`src/rtl/instruction_fetch_unit_pkg.sv`:
```
// rtl/instruction_fetch_unit_pkg.sv - shared CPU types and constants for the fetch stage
package instruction_fetch_unit_pkg;

    typedef logic [15:0] word_t;
    typedef logic [7:0]  byte_t;

    typedef enum logic [2:0] {
        ST_IDLE     = 3'd0,
        ST_FETCH_LO = 3'd1,
        ST_FETCH_HI = 3'd2,
        ST_DONE     = 3'd3,
        ST_ERR      = 3'd4
    } fetch_state_e;

    localparam word_t DEFAULT_RESET_PC = 16'h0000;

endpackage

```
`src/rtl/instruction_fetch_unit_wait_timer.sv`:
```
// rtl/instruction_fetch_unit_wait_timer.sv - 8-bit loadable down-counter bounding memory wait time
module fetch_wait_timer
    import instruction_fetch_unit_pkg::*;
(
    input  logic  clk,
    input  logic  rst_n,
    input  logic  load,
    input  byte_t load_value,
    input  logic  en,
    output logic  zero
);

    byte_t count_q, count_d;

    // Saturates at zero so a late enable can never wrap into a fresh budget.
    always_comb begin
        count_d = count_q;
        if (load) begin
            count_d = load_value;
        end else if (en && (count_q != 8'd0)) begin
            count_d = count_q - 8'd1;
        end
    end

    always_ff @(posedge clk or negedge rst_n) begin
        if (!rst_n) begin
            count_q <= 8'd0;
        end else begin
            count_q <= count_d;
        end
    end

    assign zero = (count_q == 8'd0);

endmodule

```
`src/rtl/instruction_fetch_unit.sv`:
```
// rtl/instruction_fetch_unit.sv - owns the PC and assembles 16-bit instructions from byte-wide memory
module instruction_fetch_unit
    import instruction_fetch_unit_pkg::*;
#(
    parameter word_t       RESET_PC       = DEFAULT_RESET_PC,
    parameter int unsigned TIMEOUT_CYCLES = 15
) (
    input  logic        Clock,
    input  logic        Reset,
    input  logic        Start,
    input  logic        PCLoad,
    input  logic [15:0] PCIn,
    input  logic [7:0]  MemData,
    input  logic        MemReady,
    output logic [15:0] MemAddr,
    output logic        MemRead,
    output logic [15:0] IR,
    output logic [15:0] PC,
    output logic        Busy,
    output logic        Done,
    output logic        Error
);

    localparam byte_t TIMEOUT_LOAD = byte_t'(TIMEOUT_CYCLES);

    fetch_state_e state_q, state_d;
    word_t        pc_q, pc_d;
    word_t        ir_q, ir_d;
    word_t        start_pc_q, start_pc_d;
    logic         mem_read_q, mem_read_d;
    logic         busy_q, busy_d;
    logic         done_q, done_d;
    logic         error_q, error_d;
    logic         timer_load, timer_en, timer_zero;

    fetch_wait_timer u_wait_timer (
        .clk        (Clock),
        .rst_n      (Reset),
        .load       (timer_load),
        .load_value (TIMEOUT_LOAD),
        .en         (timer_en),
        .zero       (timer_zero)
    );

    always_comb begin
        state_d    = state_q;
        pc_d       = pc_q;
        ir_d       = ir_q;
        start_pc_d = start_pc_q;
        timer_load = 1'b0;
        timer_en   = 1'b0;
        case (state_q)
            ST_IDLE: begin
                if (PCLoad) begin
                    pc_d = PCIn;
                end else if (Start) begin
                    start_pc_d = pc_q;
                    timer_load = 1'b1;
                    state_d    = ST_FETCH_LO;
                end
            end
            ST_FETCH_LO: begin
                // Data arriving on the limit cycle still wins over the timeout.
                if (MemReady) begin
                    ir_d[7:0]  = MemData;
                    pc_d       = pc_q + 16'd1;
                    timer_load = 1'b1;
                    state_d    = ST_FETCH_HI;
                end else if (timer_zero) begin
                    pc_d    = start_pc_q;
                    state_d = ST_ERR;
                end else begin
                    timer_en = 1'b1;
                end
            end
            ST_FETCH_HI: begin
                if (MemReady) begin
                    ir_d[15:8] = MemData;
                    pc_d       = pc_q + 16'd1;
                    state_d    = ST_DONE;
                end else if (timer_zero) begin
                    pc_d    = start_pc_q;
                    state_d = ST_ERR;
                end else begin
                    timer_en = 1'b1;
                end
            end
            ST_DONE:  state_d = ST_IDLE;
            ST_ERR:   state_d = ST_IDLE;
            default:  state_d = ST_IDLE;
        endcase

        mem_read_d = (state_d == ST_FETCH_LO) || (state_d == ST_FETCH_HI);
        busy_d     = (state_d != ST_IDLE);
        done_d     = (state_d == ST_DONE);
        error_d    = (state_d == ST_ERR);
    end

    always_ff @(posedge Clock or negedge Reset) begin
        if (!Reset) begin
            state_q    <= ST_IDLE;
            pc_q       <= RESET_PC;
            ir_q       <= 16'h0000;
            start_pc_q <= RESET_PC;
            mem_read_q <= 1'b0;
            busy_q     <= 1'b0;
            done_q     <= 1'b0;
            error_q    <= 1'b0;
        end else begin
            state_q    <= state_d;
            pc_q       <= pc_d;
            ir_q       <= ir_d;
            start_pc_q <= start_pc_d;
            mem_read_q <= mem_read_d;
            busy_q     <= busy_d;
            done_q     <= done_d;
            error_q    <= error_d;
        end
    end

    assign MemAddr = pc_q;
    assign PC      = pc_q;
    assign IR      = ir_q;
    assign MemRead = mem_read_q;
    assign Busy    = busy_q;
    assign Done    = done_q;
    assign Error   = error_q;

endmodule

```
`config.mk`:
```
export PLATFORM = sky130hd
export DESIGN_NAME = instruction_fetch_unit
export DESIGN_NICKNAME = d
export VERILOG_FILES = /design/src/rtl/instruction_fetch_unit_pkg.sv /design/src/rtl/instruction_fetch_unit_wait_timer.sv /design/src/rtl/instruction_fetch_unit.sv
export SDC_FILE = /design/constraint.sdc
export NUM_CORES = 1
export LEC_CHECK = 0
export BUFFER_PORTS_ARGS = -buffer_cell sky130_fd_sc_hd__buf_2
export CAP_MARGIN = 20
export CORE_ASPECT_RATIO = 0.7
export CORE_UTILIZATION = 30
export CTS_BUF_LIST = sky130_fd_sc_hd__clkbuf_8 sky130_fd_sc_hd__clkbuf_16
export CTS_CLUSTER_SIZE = 28
export DETAILED_ROUTE_END_ITERATION = 16
export HOLD_SLACK_MARGIN = 0.15
export PLACE_DENSITY = 0.59
export SLEW_MARGIN = 15
export SYNTH_ARGS = -nofsm -noshare
export SYNTH_HDL_FRONTEND = slang
export SYNTH_SLANG_ARGS = --single-unit
```
`constraint.sdc`:
```
create_clock -name Clock -period 4.2 [get_ports Clock]
set_clock_uncertainty 0.15 [all_clocks]
set_input_delay 0.42 -clock Clock [delete_from_list [all_inputs] [get_ports Clock]]
set_output_delay 0.42 -clock Clock [all_outputs]
set_load 0.05 [all_outputs]
```
---- Yosys cells after proc, flatten, opt, wreduce, memory -nomap -nowiden ----
Cells that the tools add are included.
Widths: inputs -> output; s select.
cells by class
  add/sub/neg operators ................... 2
  bitwise gates (word level) .............. 1
  eq/ne operators ......................... 8
  mux-type cells .......................... 19
  reductions and logical operators ........ 13
operators with widths
  cell                   count
  $mux 16                3
  $pmux 16 s2            1
  $add 16x1->16 const B  1
  $mux 8                 2
  $mux 3                 5
  $eq 3x2->1 const B     3
  $pmux 3 s3             1
  $logic_not 8->1        1
  $reduce_bool 8->1      1
  $sub 8x1->8 const B    1
  $eq 3x1->1 const B     2
  $mux 1                 6
  $reduce_and 3->1       2
  $reduce_and 2->1       2
  $reduce_bool 2->1      2
  $eq 3x3->1 const B     1
  $logic_not 3->1        1
  $ne 3x1->1 const B     1
  $reduce_bool 3->1      1
  $ne 2x2->1 const B     1
  $pmux 1 s2             1
  $reduce_or 2->1        1
  $logic_and 1x1->1      1
  $logic_or 1x1->1       1
  $not 1->1              1
storage, ports and cells
  output and inout port bits .............. 52
  flip-flop bits (word level) ............. 63
  word-level logic and storage cells ...... 53

---- Longest topological paths before layout ----
Gate-level depths: netlist (run 1).
  depth in word-level cells ............... 7
  depth in mapped cells ................... 8
  gate-level depth less buffers ........... 7

---- Modules after synthesis ----
From an unflattened synthesis (run 1), not the netlist that was laid out.
second synthesis, totals
  cell total of the unflattened synthesis .. 333
  area total of the unflattened synthesis .. 3390.8 um^2
modules (own cells, without submodules)
  module                  cells each  times used  area an instance (um^2)
  instruction_fetch_unit  275         1           2862.7
  fetch_wait_timer        58          1           528.0

---- Worst setup path before layout (run 1) ----
OpenSTA, ideal clock, no wires.
  path kind ............................... flip-flop to flip-flop
  from .................................... reg pc_q[0], in the netlist MemAddr[0]
  to ...................................... reg pc_q[6], in the netlist MemAddr[6]
  stages on the path, launching flop included .. 6
  setup time .............................. 0.082 ns
  path buffers ............................ 0
  slack ................................... 1.993 ns
  period minus slack after synthesis ...... 2.207 ns
  arrival ................................. 1.975 ns
  required time ........................... 3.968 ns
  cell sequence ........................... dfrtp_1 > ha_1 > nand3_1 > or3_1 > a311o_1 > a31oi_1
on the way
  cells in the longest elaborated chain, start to end .. 3
ends and longest elaborated chain
  element                   line                                                        RTL
  start: declaration        instruction_fetch_unit.sv:27                                word_t pc_q, pc_d;
  start signal: assignment  instruction_fetch_unit.sv:111                               pc_q <= pc_d;
  $add 16x1->16             instruction_fetch_unit.sv:66, instruction_fetch_unit.sv:79
  $mux 16                   instruction_fetch_unit.sv:77                                if (MemReady) begin
  $pmux 16 s2               instruction_fetch_unit.sv:52                                case (state_q)
Every way passes these cells.
A chain may end at the register's enable or synchronous reset.

---- Worst setup path in the final report (run 1) ----
  from .................................... reg u_wait_timer.count_q[0]
  to ...................................... reg pc_q[8], in the netlist MemAddr[8]
on the way
  cells in the longest elaborated chain, start to end .. 3
ends and longest elaborated chain
  element                     line                                     RTL
  start: declaration          instruction_fetch_unit_wait_timer.sv:13  byte_t count_q, count_d;
  start signal: assignment    instruction_fetch_unit_wait_timer.sv:29  count_q <= count_d;
  $logic_not 8->1             instruction_fetch_unit_wait_timer.sv:33  assign zero = (count_q == 8'd0);
  $ne 3x1->1 (no line)        n/a
  $reduce_and 3->1 (no line)  n/a
Every way passes these cells.

==> results_dict.tcl, run 1 <==
set metrics [dict create \
    largest_net_degree_at_the_start_of_global_routing 41 \
    report.final.setup_viol 0 \
    startpoint_type "register" \
    antenna_violations_before_repair 0 \
    yosys_warnings 0 \
    synthesis.nets 352 \
    vias_per_cell 4.96 \
    areaGrowthSynthToFinish_pct 21.6 \
    timing.final.crit_period_ns 2.43 \
    count_of_pins_over_their_slew_limit 0 \
    crit-reg2reg-launch "u_wait_timer.count_q[0]" \
    crit_path_cell_trace "inv_1 > ha_1 > nor3b_1 > a21oi_1 > a21boi_2 > o21ai_1 > a22o_1" \
    timing_worst_slew_pin_value_ns 0.905 \
    synth-adder-area-share 0.00753 \
    place.gp.congestion 0.791 \
    worst_hold_path_type "in2reg" \
    h-tree-depth 3 \
    critical_path_peak_fanout 13 \
    first_pass_grt_wire_length_um 13800 \
    required_arrival_time_at_the_worst_endpoint_ns 4.26 \
    combinational_family_with_the_most_area_after_synthesis "simple AND/OR/NAND/NOR gates" \
    wl_per_cell_um 15.4 \
    hold_path_depth 2 \
    cts_buffers 9 \
    rr_worst_depth 7 \
    ioPinCount 81 \
    num_vias 2669 \
    num-fill-cells 1091 \
    path_class "reg2reg" \
    detail-route-antenna-nets 0 \
    finish.net_count 416 \
    final_period_util 0.578 \
    synth_mux_area_frac 0.121 \
    timing.max_slew.rel_slack 0.397 \
    arr_time_crit_path_ns 2.49 \
    port_buffers 80 \
    setup_repair_after_global_routing_missed_its_margin "no" \
    timing.critical_path.slowest_stage_cell "sky130_fd_sc_hd__a21boi_2" \
    n_antenna_cell 0 \
    drt_iter0_markers 198 \
    cts_root_buf "sky130_fd_sc_hd__clkbuf_16" \
    route.detailed.drc 0 \
    layout.cells.most_common "sky130_fd_sc_hd__buf_2" \
    fmaxAchievable_ghz 0.412 \
    floorplan.die_area_mm2 0.0115 \
    global_route.usage.total 0.156 \
    end_kind "register" \
    synth_ff_type "sky130_fd_sc_hd__dfrtp_1" \
    gr-total-overflow 0 \
    post_synth_and_or_nand_nor_area_fraction 0.157 \
    hold_viol 0 \
    synth.cell_area_mm2 0.00332 \
    vias_in_the_first_global_route 2631 \
    coreArea_mm2 0.0106 \
    start_util 0.315 \
    cap_viol_max_count 0 \
    cts_sinks 63 \
    num_rows 31 \
    rr_endpoint "MemAddr[8]" \
    synth_xor_xnor_area_share 0.0233 \
    post_route_cells_drive_above_1_share 0.372 \
    first_pass_iters 4 \
    die_h_um 90.1 \
    synth_async_sr_flop_share 1.00 \
    crit_path_max_incr_delay_ns 0.53 \
    status "complete, no violations" \
    synth_compound_gate_area_share 0.143 \
    synth_seq_area_share 0.474 \
    worst_setup_hold_path_clk_slew_ns 0.05 \
    ys_types 54 \
    wl_um 8300 \
    floorplan.die.width_um 128 \
    cts_tree "built" \
    cts.path.max_buffers 2 \
    timing.reg2reg.setup_slack_ns 1.77 \
    startpoint "u_wait_timer.count_q[0]" \
    most-common-layout-cells "80 x sky130_fd_sc_hd__buf_2, 63 x sky130_fd_sc_hd__dfrtp_1, 33 x sky130_fd_sc_hd__mux2_2" \
    detailed_place_hpwl_um 5900 \
    later_pin_clock_latency_in_the_skew_report_ns 0.33 \
    timing.critical_path.to "MemAddr[8]" \
    syn_avg_cell_area_um2 10.4 \
    count_of_flip_flops_with_a_built_in_enable_after_synthesis 0 \
    syn_inst 321 \
    final.setup.tns_ns 0 \
    synth_seq_cells 63 \
]
## kinds of logic (layout without fill, tap and decap cells)
group	after synthesis	count (layout)
fa+ha+maj	2	2
xor+xnor	8	8
mux	36	36
simple gates	97	97
compound gates	75	75
flops	63	63
buf+inv	40	109
## registers in the layout, summed over array words and instances, names as in the netlist
signal                cells
Busy                      1
Done                      1
Error                     1
IR                       16
MemAddr                  16
MemRead                   1
start_pc_q               16
state_q                   3
u_wait_timer.count_q      8
## stage by stage
| step | util | hold slack [ns] | setup WS, ns | instances | area [um2] |
|---|---|---|---|---|---|
| 3_3_place_gp | 0.354 | 0.334 | 1.89 | 521 | 3730 |
| 3_5_place_dp | 0.354 | 0.344 | 1.76 | 521 | 3730 |
| 2_1_floorplan | - | -0.0256 | 1.99 | 321 | 3320 |
| 4_1_cts | 0.383 | 0.173 | 1.75 | 538 | 4040 |
| 6_report | 0.383 | 0.187 | 1.77 | 538 | 4040 |
| 5_1_grt | 0.383 | 0.181 | 1.49 | 538 | 4040 |
## final cells by class
| type | count | area [um2] | area share |
|---|---|---|---|
| Clock buffer | 10 | 239 | 0.0591 |
| Clock inverter | 6 | 60.1 | 0.0149 |
| Inverter | 7 | 26.3 | 0.00650 |
| Multi-Input combinational cell | 218 | 1510 | 0.373 |
| Sequential cell | 63 | 1580 | 0.390 |
| Tap cell | 148 | 185 | 0.0458 |
| Timing Repair Buffer | 86 | 448 | 0.111 |
## cells in the mapped netlist (3+ instances only)
library cell | instances | area share
sky130_fd_sc_hd__o21ai_0 | 22 | 0.033
sky130_fd_sc_hd__xor2_1 | 3 | 0.0079
sky130_fd_sc_hd__nor4_1 | 4 | 0.0075
sky130_fd_sc_hd__mux2_2 | 33 | 0.11
sky130_fd_sc_hd__buf_2 | 7 | 0.011
sky130_fd_sc_hd__o211ai_1 | 3 | 0.0068
sky130_fd_sc_hd__nand2b_1 | 4 | 0.0075
sky130_fd_sc_hd__nand3_1 | 8 | 0.012
sky130_fd_sc_hd__o31ai_1 | 3 | 0.0068
sky130_fd_sc_hd__nor2_1 | 21 | 0.024
sky130_fd_sc_hd__nand4_1 | 7 | 0.013
sky130_fd_sc_hd__a21oi_1 | 16 | 0.024
sky130_fd_sc_hd__dfrtp_1 | 63 | 0.47
sky130_fd_sc_hd__buf_6 | 3 | 0.010
sky130_fd_sc_hd__buf_4 | 17 | 0.038
sky130_fd_sc_hd__nand2_1 | 22 | 0.025
sky130_fd_sc_hd__xnor2_1 | 4 | 0.011
sky130_fd_sc_hd__clkbuf_1 | 6 | 0.0068
sky130_fd_sc_hd__a31oi_1 | 7 | 0.013
sky130_fd_sc_hd__or3_1 | 3 | 0.0056
sky130_fd_sc_hd__mux2i_1 | 3 | 0.0090
sky130_fd_sc_hd__o21ai_1 | 4 | 0.0060
sky130_fd_sc_hd__inv_1 | 7 | 0.0079
sky130_fd_sc_hd__nor3_1 | 9 | 0.014
## metal layers
layer | track usage | wire (um) | vias to the layer above
met4 | 0.0480 | 96 | 0
met5 | 0 | 0 | -
met1 | 0.221 | 4040 | 1327
met3 | 0.0488 | 441 | 6
li1 | - | - | 1268
met2 | 0.225 | 3720 | 68
## repair_timing
action,4_1_cts,5_1_grt
hold buffers,1,0
buffers inserted,0,0
endpoints found under the hold margin,39,0
resized for setup,0,0
endpoints found under the setup margin,0,0
## how the worst min path moves through the flow
stage / end / from / slack, ns
floorplan: Busy / Reset / -0.03
global placement: start_pc_q[14] / start_pc_q[14] / 0.33
detailed placement: IR[6] / IR[6] / 0.34
CTS: IR[5] / MemData[5] / 0.17
global route: IR[4] / MemData[4] / 0.18
finish: IR[5] / MemData[5] / 0.19
## worst max-delay path, delay by kind of cell (launching register included)
kind | cells | cell delay [ns]
AOI/OAI and AO/OA | 4 | 1.18
DFF | 1 | 0.38
and+or+nand+nor | 1 | 0.32
adders and majority gates | 1 | 0.18
buffers and inverters | 1 | 0.09
Power of run 1 is not shown: default switching activity piles up to over one toggle a cycle in this logic, so the estimate is an artifact.
==> run 2: changes to the inputs <==
--- a/config.mk
+++ b/config.mk
@@ -13,7 +13,7 @@
 export CTS_CLUSTER_SIZE = 28
 export DETAILED_ROUTE_END_ITERATION = 16
 export HOLD_SLACK_MARGIN = 0.15
-export PLACE_DENSITY = 0.59
+export PLACE_DENSITY = 0.61
 export SLEW_MARGIN = 15
 export SYNTH_ARGS = -nofsm -noshare
 export SYNTH_HDL_FRONTEND = slang
==> constraint.sdc (replaced) <==
create_clock -name Clock -period 2.1 [get_ports Clock]
set_clock_uncertainty 0.15 [all_clocks]
set_input_delay 0.21 -clock Clock [delete_from_list [all_inputs] [get_ports Clock]]
set_output_delay 0.21 -clock Clock [all_outputs]
set_load 0.05 [all_outputs]
==> run 2 against run 1 <==
Compared with the run above: fmax increased by 22%; sequential cell count unchanged; sequential share of layout area down 4.7 points; hold slack got worse by 0.028 ns; critical path depth is 2 lower.
==> results_dict.tcl, run 2 (synthesis results as in run 1) <==
set metrics [dict create \
    critical_path_peak_fanout 6 \
    fmaxAchievable_ghz 0.501 \
    count_of_pins_over_their_slew_limit 0 \
    rr_worst_depth 5 \
    timing.final.crit_period_ns 2.00 \
    hold_viol 0 \
    start_util 0.315 \
    num_vias 2947 \
    finish.net_count 470 \
    status "complete, no violations" \
    global_route.usage.met2 0.259 \
    ioPinCount 81 \
    h-tree-depth 3 \
    final.setup.tns_ns 0 \
    floorplan.die.width_um 128 \
    worst_hold_path_type "in2reg" \
    areaGrowthSynthToFinish_pct 38.4 \
    vias_per_cell 4.98 \
    vias_in_the_first_global_route 2854 \
    required_arrival_time_at_the_worst_endpoint_ns 2.20 \
    grt_busiest_layer "met2" \
    antenna_violations_before_repair 0 \
    post_route_cells_drive_above_1_share 0.408 \
    wl_um 9120 \
    floorplan.die_area_mm2 0.0115 \
    n_antenna_cell 0 \
    hp-start "PCLoad" \
    num-fill-cells 1035 \
    setup_repair_after_global_routing_missed_its_margin "no" \
    cap_viol_max_count 0 \
    worst_setup_hold_path_clk_slew_ns 0.05 \
    port_buffers 80 \
    layout.cells.most_common "sky130_fd_sc_hd__buf_2" \
    timing.critical_path.slowest_stage_cell "sky130_fd_sc_hd__dfrtp_2" \
    timing.reg2reg.setup_slack_ns 0.10 \
    gr-total-overflow 0 \
    groute.layer.met1.usage 0.227 \
    startpoint_type "register" \
    cts_sinks 63 \
    timing_worst_slew_pin_value_ns 0.417 \
    die_h_um 90.1 \
    startpoint "MemAddr[0]" \
    global_route.usage.total 0.167 \
    arr_time_crit_path_ns 2.10 \
    cts_buffers 9 \
    route.detailed.drc 0 \
    later_pin_clock_latency_in_the_skew_report_ns 0.33 \
    detailed_place_hpwl_um 6600 \
    cts.path.max_buffers 2 \
    place.gp.congestion 0.835 \
    first_pass_iters 5 \
    report.final.setup_viol 0 \
    cp.depth 5 \
    drt_iter0_markers 175 \
    grtUsageMet3 0.0458 \
    crit-reg2reg-launch "MemAddr[0]" \
    timing.max_slew.rel_slack 0.722 \
    cts_root_buf "sky130_fd_sc_hd__clkbuf_16" \
    crit_path_cell_trace "ha_1 > nand3_1 > or3_1 > a311o_1 > a31oi_1" \
    final_period_util 0.950 \
    wl_per_cell_um 15.4 \
    crit_path_max_incr_delay_ns 0.42 \
    cp.buffers_inverters 0 \
    cts_setup_buffers 0 \
    cts_tree "built" \
    num_rows 31 \
    most-common-layout-cells "80 x sky130_fd_sc_hd__buf_2, 61 x sky130_fd_sc_hd__dfrtp_1, 34 x sky130_fd_sc_hd__buf_4" \
    largest_net_degree_at_the_start_of_global_routing 48 \
    crit_family "simple AND/OR/NAND/NOR gates" \
    rr_endpoint "MemAddr[6]" \
    timing.critical_path.to "MemAddr[6]" \
    first_pass_grt_wire_length_um 14900 \
    detail-route-antenna-nets 0 \
    end_kind "register" \
    place_ws_ns 0.0691 \
    coreArea_mm2 0.0106 \
    postLayoutSetupSlackWorst_ns 0.104 \
    path_class "reg2reg" \
]
run 2: cell type report:
cell class | count | area (um2) | share of cell area
flip-flops and latches | 63 | 1580 | 0.343
multi-input cells | 218 | 1520 | 0.330
repair buffers | 140 | 946 | 0.206
clock buffers | 10 | 239 | 0.0519
well taps | 148 | 185 | 0.0403
clock inverters | 6 | 108 | 0.0234
inverters | 7 | 26.3 | 0.00571
run 2: per-layer routing:
metal	wire length [um]	share of wire
met2	4200	0.46
met1	4260	0.47
met3	551	0.060
met4	107	0.012
met5	0	0
run 2: worst min-delay path: cells and delay by family:
family,cells,cell delay (ns)
compound gates,1,0.14
buf+inv,1,0.08
simple gates,1,0.15
run 2: timing repair:
action | CTS | global route
setup endpoints to repair | 0 | 15
endpoints found under the hold margin | 94 | 0
hold buffers | 23 | 0
gates resized for setup | 0 | 2
run 2: worst min path at each step:
stage                     endpoint  cells after the start
CTS                           Busy                      3
floorplan                     Busy                      0
global route                  Busy                      3
global placement    start_pc_q[12]                      1
finish                        Busy                      3
detailed placement            Busy                      1
run 2: metrics by stage:
| step | cell area (um2) | cells | hold WS [ns] | utilization |
|---|---|---|---|---|
| 3_3_place_gp | 4010 | 553 | 0.0272 | 0.380 |
| 4_1_cts | 4590 | 592 | 0.151 | 0.435 |
| 5_1_grt | 4600 | 592 | 0.186 | 0.436 |
| 2_1_floorplan | 3330 | 321 | -0.236 | - |
| 6_report | 4600 | 592 | 0.158 | 0.436 |
| 3_5_place_dp | 4010 | 553 | 0.0215 | 0.380 |
Power of run 2 is left out for the same reason.
